## src/rtl/ioctl_ddram_loader.sv

```systemverilog
// Packs an ioctl byte-stream download into 64-bit DDRAM word writes at a per-slot base, through a small write FIFO.
// Optional build macro LOADER_CSUM_EN enables a 16-bit running byte checksum on load_csum.
module ioctl_ddram_loader #(
  parameter int unsigned NUM_SLOTS  = 4,
  parameter logic [28:0] BASE_WORD  = 29'h0100000,
  parameter logic [28:0] SLOT_WORDS = 29'h0080000,
  parameter int unsigned FIFO_DEPTH = 8
) (
  input  logic        clk_sys,
  input  logic        reset_n,
  input  logic        ioctl_download,
  input  logic [7:0]  ioctl_index,
  input  logic        ioctl_wr,
  input  logic [24:0] ioctl_addr,
  input  logic [7:0]  ioctl_dout,
  output logic        ioctl_wait,
  input  logic        ddram_busy,
  output logic        ddram_we,
  output logic [28:0] ddram_addr,
  output logic [63:0] ddram_din,
  output logic [7:0]  ddram_be,
  output logic [7:0]  ddram_burstcnt,
  output logic        load_done,
  output logic        load_err,
  output logic [24:0] load_size,
  output logic [15:0] load_csum
);
  localparam int unsigned PW = $clog2(FIFO_DEPTH);
  localparam int unsigned CW = PW + 1;

  typedef enum logic [1:0] {IDLE, LOAD, FLUSH, DONE} state_t;
  typedef struct packed {
    logic [28:0] addr;
    logic [63:0] data;
    logic [7:0]  be;
  } word_t;

  state_t        state_q, state_d;
  logic          dl_q;
  logic [28:0]   slot_base_q;
  logic [63:0]   pk_data_q, pk_data_d;
  logic [7:0]    pk_be_q, pk_be_d;
  logic [21:0]   pk_wa_q, pk_wa_d;
  word_t         mem [FIFO_DEPTH];
  logic [PW-1:0] wr_ptr_q, rd_ptr_q, rd_ptr_d;
  logic [CW-1:0] count_q, count_d;
  word_t         push_word, head_d;
  logic          push, push_ok, pop, accept, load_start;
  logic [2:0]    lane;
  logic [21:0]   new_wa;

  assign ddram_burstcnt = 8'd1;
  assign lane       = ioctl_addr[2:0];
  assign new_wa     = ioctl_addr[24:3];
  assign load_start = (state_q == IDLE) && ioctl_download && !dl_q;
  assign accept     = (state_q == LOAD) && ioctl_wr && !load_err;
  assign pop        = ddram_we && !ddram_busy;

  // Control FSM: download edges drive LOAD/FLUSH; DONE waits for the write path to drain.
  always_ff @(posedge clk_sys or negedge reset_n) begin
    if (!reset_n) state_q <= IDLE;
    else          state_q <= state_d;
  end

  always_comb begin
    state_d = state_q;
    case (state_q)
      IDLE:    if (load_start) state_d = LOAD;
      LOAD:    if (dl_q && !ioctl_download) state_d = FLUSH;
      FLUSH:   if (pk_be_q == 8'h00 && count_q == '0 && !ddram_we) state_d = DONE;
      DONE:    state_d = IDLE;
      default: state_d = IDLE;
    endcase
  end

  // Byte packer: a word leaves when lane 7 fills, the word address changes, or on flush.
  always_comb begin
    push      = 1'b0;
    push_word = '0;
    pk_data_d = pk_data_q;
    pk_be_d   = pk_be_q;
    pk_wa_d   = pk_wa_q;
    if (accept) begin
      if (pk_be_q != 8'h00 && new_wa != pk_wa_q) begin
        push           = 1'b1;
        push_word.addr = slot_base_q + 29'(pk_wa_q);
        push_word.data = pk_data_q;
        push_word.be   = pk_be_q;
        pk_data_d      = '0;
        pk_be_d        = '0;
      end
      pk_wa_d                        = new_wa;
      pk_data_d[{lane, 3'b000} +: 8] = ioctl_dout;
      pk_be_d[lane]                  = 1'b1;
      if (lane == 3'd7 && !push) begin
        push           = 1'b1;
        push_word.addr = slot_base_q + 29'(new_wa);
        push_word.data = pk_data_d;
        push_word.be   = pk_be_d;
        pk_data_d      = '0;
        pk_be_d        = '0;
      end
    end else if (state_q == FLUSH && pk_be_q != 8'h00) begin
      push           = 1'b1;
      push_word.addr = slot_base_q + 29'(pk_wa_q);
      push_word.data = pk_data_q;
      push_word.be   = pk_be_q;
      pk_data_d      = '0;
      pk_be_d        = '0;
    end
  end

  // FIFO bookkeeping; the registered head is the next word in line after this edge.
  always_comb begin
    push_ok  = push && (count_q != CW'(FIFO_DEPTH) || pop);
    rd_ptr_d = rd_ptr_q + PW'(pop);
    count_d  = count_q + CW'(push_ok) - CW'(pop);
    head_d   = '0;
    if (count_d != '0) begin
      if ((count_q - CW'(pop)) == '0) head_d = push_word;
      else                            head_d = mem[rd_ptr_d];
    end
  end

  always_ff @(posedge clk_sys) begin
    if (push_ok) mem[wr_ptr_q] <= push_word;
  end

  always_ff @(posedge clk_sys or negedge reset_n) begin
    if (!reset_n) begin
      dl_q        <= 1'b0;
      slot_base_q <= '0;
      pk_data_q   <= '0;
      pk_be_q     <= '0;
      pk_wa_q     <= '0;
      wr_ptr_q    <= '0;
      rd_ptr_q    <= '0;
      count_q     <= '0;
      ioctl_wait  <= 1'b0;
      ddram_we    <= 1'b0;
      ddram_addr  <= '0;
      ddram_din   <= '0;
      ddram_be    <= '0;
      load_done   <= 1'b0;
      load_err    <= 1'b0;
      load_size   <= '0;
    end else begin
      dl_q       <= ioctl_download;
      pk_data_q  <= pk_data_d;
      pk_be_q    <= pk_be_d;
      pk_wa_q    <= pk_wa_d;
      wr_ptr_q   <= wr_ptr_q + PW'(push_ok);
      rd_ptr_q   <= rd_ptr_d;
      count_q    <= count_d;
      ioctl_wait <= count_d >= CW'(FIFO_DEPTH - 1);
      ddram_we   <= count_d != '0;
      ddram_addr <= head_d.addr;
      ddram_din  <= head_d.data;
      ddram_be   <= head_d.be;
      load_done  <= state_d == DONE;
      if (load_start) begin
        slot_base_q <= BASE_WORD + 29'(ioctl_index) * SLOT_WORDS;
        load_err    <= 32'(ioctl_index) >= NUM_SLOTS;
        load_size   <= '0;
      end else if (accept && (26'(ioctl_addr) + 26'd1) > 26'(load_size)) begin
        load_size <= ioctl_addr + 25'd1;
      end
    end
  end

`ifdef LOADER_CSUM_EN
  always_ff @(posedge clk_sys or negedge reset_n) begin
    if (!reset_n)        load_csum <= '0;
    else if (load_start) load_csum <= '0;
    else if (accept)     load_csum <= load_csum + 16'(ioctl_dout);
  end
`else
  assign load_csum = 16'h0000;
`endif

endmodule

```

## config.mk

```make
export PLATFORM = sky130hd
export DESIGN_NAME = ioctl_ddram_loader
export DESIGN_NICKNAME = d
export VERILOG_FILES = /design/src/rtl/ioctl_ddram_loader.sv
export SDC_FILE = /design/constraint.sdc
export NUM_CORES = 2
export LEC_CHECK = 0
export CAP_MARGIN = 15
export CORE_ASPECT_RATIO = 0.8
export CORE_MARGIN = 8
export CORE_UTILIZATION = 30
export CTS_CLUSTER_SIZE = 16
export DETAILED_ROUTE_END_ITERATION = 7
export RECOVER_POWER = 50
export SYNTH_ARGS = -nofsm -noshare
export SYNTH_HDL_FRONTEND = slang
export SYNTH_SLANG_ARGS = --single-unit
```

## constraint.sdc

```tcl
create_clock -name clk_sys -period 10.34 [get_ports clk_sys]
set_input_delay 1.034 -clock clk_sys [delete_from_list [all_inputs] [get_ports clk_sys]]
set_output_delay 1.034 -clock clk_sys [all_outputs]
set_load 0.005 [all_outputs]
```

==> results.md <==
- Critical Path Source: ioctl_addr[1]
- Vias: 23400
- Number of distinct library cells after synthesis: 65
- Clock network power share: 0.248
- Reg2Reg Depth: 11
- Post-cts sizing count: 0
- Setup Buffers After CTS: 0
- Die Area: 0.156 mm²
- Fill cell count: 13300
- Global-route wire length before repair: 166000 µm
- Pleak: 18.0 nW
- Crit path to: mem[2][35]
- Overall Global Routing Usage: 0.141
- Sequential Power Share: 0.383
- CTS max path bufs: 3
- Status: complete, but fails checks
- Iter 0 DRT Violations: 2270
- Max VDD drop: 268 µV
- Fin crit share: 0.723
- Layout area overhead: 16.4%
- Crit path DAT: 7.80 ns
- Placed inst area: 0.0471 mm²
- DP Wirelength: 68400 µm
- Synthesized area: 0.0432 mm²
- WP data required: 10.66 ns
- Least-Margin Pin Slew: 4.69 ns
- IO Pins: 200
- Post-synthesis sequential area ratio: 0.705
- Comb pwr share: 0.369
- Congestion Overflow GR: 0
- Initial antenna violation count: 19
- Final Cell Area: 0.0502 mm²
- Clock skew: 0.0325 ns
- Power Density: 297 mW/mm²
- Place WS: 4.20 ns
- DR WL/cell: 24.4 µm
- Final WS setup: 2.86 ns
- Max-slew violations: 426
- First-pass DRT Iterations: 5
- Drt drc: 0
- Power, Total: 14.9 mW
- Setup Viol. Count Final: 0
- Internal: 9.99 mW
- H-tree depth: 3
- Core area: 0.143 mm²
- TritonCTS sink count: 1054
- Failing checks: max-capacitance violations, max-slew violations
- Setup CP Type: input port to flip-flop
- Fmax: 134 MHz
- FFs w/ async S/R, synth: 0.233
- RR Startpoint: state_q[1]
- Hold Fails Final Rpt: 0
- #FFs+latches synth: 1054
- EDFF count, synth: 808
- Mapped Avg Cell Area: 17.5 µm²
- Die Y: 355 µm
- Final Wtd Congestion: 0.836
- Largest net degree at the start of global routing: 132
- Initial Util: 0.302
- Post-DRT Antenna Nets: 0
- Vias in the first global route: 23700
- Mapped Cells: 2469
- Post-layout util: 0.352
- Top_reg_cell synth: edfxtp_1
- RSZ-0062 raised after global routing: false
- CTS buffer count: 101
- Tmin final: 7.48 ns
- Max Cap Viol: 13
- Fin nets: 2745
- Port bufs: 175
- CTS tree: done
- Hold buffers post-CTS: 0
- R2r endpoint: mem[2][35]
- Setup tns final: 0 ns
- Layout cells sized above 1: 0.158
- Crit Path Max Fanout: 46
- Die width: 440 µm
- Row count: 124
- Via/cell ratio: 5.05
- R2R setup slack: 3.26 ns
- Clk slew on worst S/H paths: 0.06 ns
- Crit. End Element: flip-flop
- Hold Path Stages: 1
- Synth warn: 0
- Final wirelength: 113000 µm
- Worst-Skew Late Latency: 0.72 ns
- CP Launch Type: input port
- Net Switching: 4.95 mW
- HP Class: flip-flop to flip-flop
- Root buffer cell: clkbuf_16
- Switching share of power: 0.331
- Slew HR: -2.13
[metal layers]
layer,track usage,vias up,part of all wire
li1,-,10100,-
met1,0.196,12300,0.44
met2,0.231,778,0.48
met3,0.0240,159,0.060
met4,0.0333,0,0.022
met5,0,-,0
[layout make-up]
class	instances	area [µm²]	area share
Inverter	44	165	0.00329
Antenna cell	2	5.00	0.0000996
Timing Repair Buffer	224	2090	0.0417
Clock buffer	129	2700	0.0538
Multi-Input combinational cell	1224	11900	0.237
Sequential cell	1054	30400	0.605
Tap cell	1890	2360	0.0471
Clock inverter	63	592	0.0118
[cell usage after synthesis (9+ instances only)]
cell | instances | area [µm²]
o21ai_2 | 9 | 78.8
a22o_1 | 130 | 1140
o21ai_0 | 23 | 115
nand3_1 | 28 | 140
a211oi_1 | 23 | 173
nand4_1 | 12 | 75.1
buf_4 | 29 | 218
mux4_2 | 202 | 4550
ha_1 | 47 | 588
mux2i_1 | 102 | 1020
inv_1 | 43 | 161
a21oi_1 | 62 | 310
buf_1 | 32 | 120
clkbuf_1 | 82 | 308
nor3_1 | 17 | 85.1
mux2_2 | 23 | 259
dfrtp_1 | 246 | 6160
edfxtp_1 | 808 | 24300
xnor2_1 | 38 | 333
buf_2 | 23 | 115
a21o_1 | 12 | 90.1
o211a_1 | 45 | 450
nor2_1 | 78 | 293
nand2b_1 | 9 | 56.3
o21a_1 | 31 | 233
xor2_1 | 17 | 149
a32o_1 | 24 | 240
nand2_1 | 172 | 646
and3_1 | 20 | 125
[cells in the final DEF, fill, tap and decap left out, types with 62 or more instances in the layout]
| master | synthesis | routed |
|---|---|---|
| mux4_2 | 202 | 202 |
| a21oi_1 | 62 | 62 |
| dfrtp_1 | 246 | 246 |
| a22o_1 | 130 | 136 |
| nand2_1 | 172 | 172 |
| dlygate4sd3_1 | 0 | 133 |
| clkbuf_16 | 0 | 102 |
| nor2_1 | 78 | 73 |
| edfxtp_1 | 808 | 808 |
| mux2i_1 | 102 | 102 |
[power by group through the flow]
stage / Sequential [mW] / Clock, mW / Combinational (mW)
finish: 5.72 / 3.71 / 5.51
global route: 5.79 / 3.95 / 6.01
CTS: 5.75 / 3.79 / 5.72
detailed placement: 5.83 / 0 / 5.69
global placement: 5.82 / 0 / 5.65
floorplan: 5.73 / 0 / 3.75
[state kept, by name, summed over array words and instances, names as in the netlist]
| signal | flops |
|---|---|
| mem | 808 |
| ddram_din | 64 |
| pk_data_q | 64 |
| ddram_addr | 29 |
| load_size | 25 |
| pk_wa_q | 22 |
| slot_base_q | 9 |
| ddram_be | 8 |
| pk_be_q | 8 |
| count_q | 4 |
| rd_ptr_q | 3 |
| wr_ptr_q | 3 |
| state_q | 2 |
| ddram_we | 1 |
| dl_q | 1 |
| ioctl_wait | 1 |
| load_done | 1 |
| load_err | 1 |
[worst max-delay path: stages]
cell,delay (ns)
dlygate4sd3_1,0.78
ha_1,0.25
ha_1,0.15
clkbuf_1,1.10
o31ai_1,0.23
clkbuf_1,0.40
a31oi_1,0.44
nand2b_1,0.26
nor2_1,1.43
buf_4,0.83
buf_4,0.77
[through the flow]
stage | hold slack, ns | std cells
final | 0.505 | 4630
after global routing | 0.515 | 4629
after global placement | 0.484 | 4436
after CTS | 0.315 | 4628
after floorplan | 0.466 | 2491
after detailed placement | 0.486 | 4436
[kinds of logic after synthesis]
family	synth area share
other cells	0.000174
mux	0.136
xor+xnor	0.0112
fa+ha+maj	0.0150
flops	0.705
simple gates	0.0376
buf+inv	0.0218
compound gates	0.0737
[worst min path at each step]
stage,from,endpoint,slack [ns]
5_1_grt,pk_data_q[56],pk_data_q[56],0.52
3_3_place_gp,pk_data_q[56],pk_data_q[56],0.48
4_1_cts,reset_n,ddram_addr[4],0.32
6_report,pk_data_q[3],pk_data_q[3],0.51
3_5_place_dp,pk_data_q[57],pk_data_q[57],0.49
2_1_floorplan,pk_data_q[57],pk_data_q[57],0.47
No activity file was read; power rests on OpenSTA's default activity.
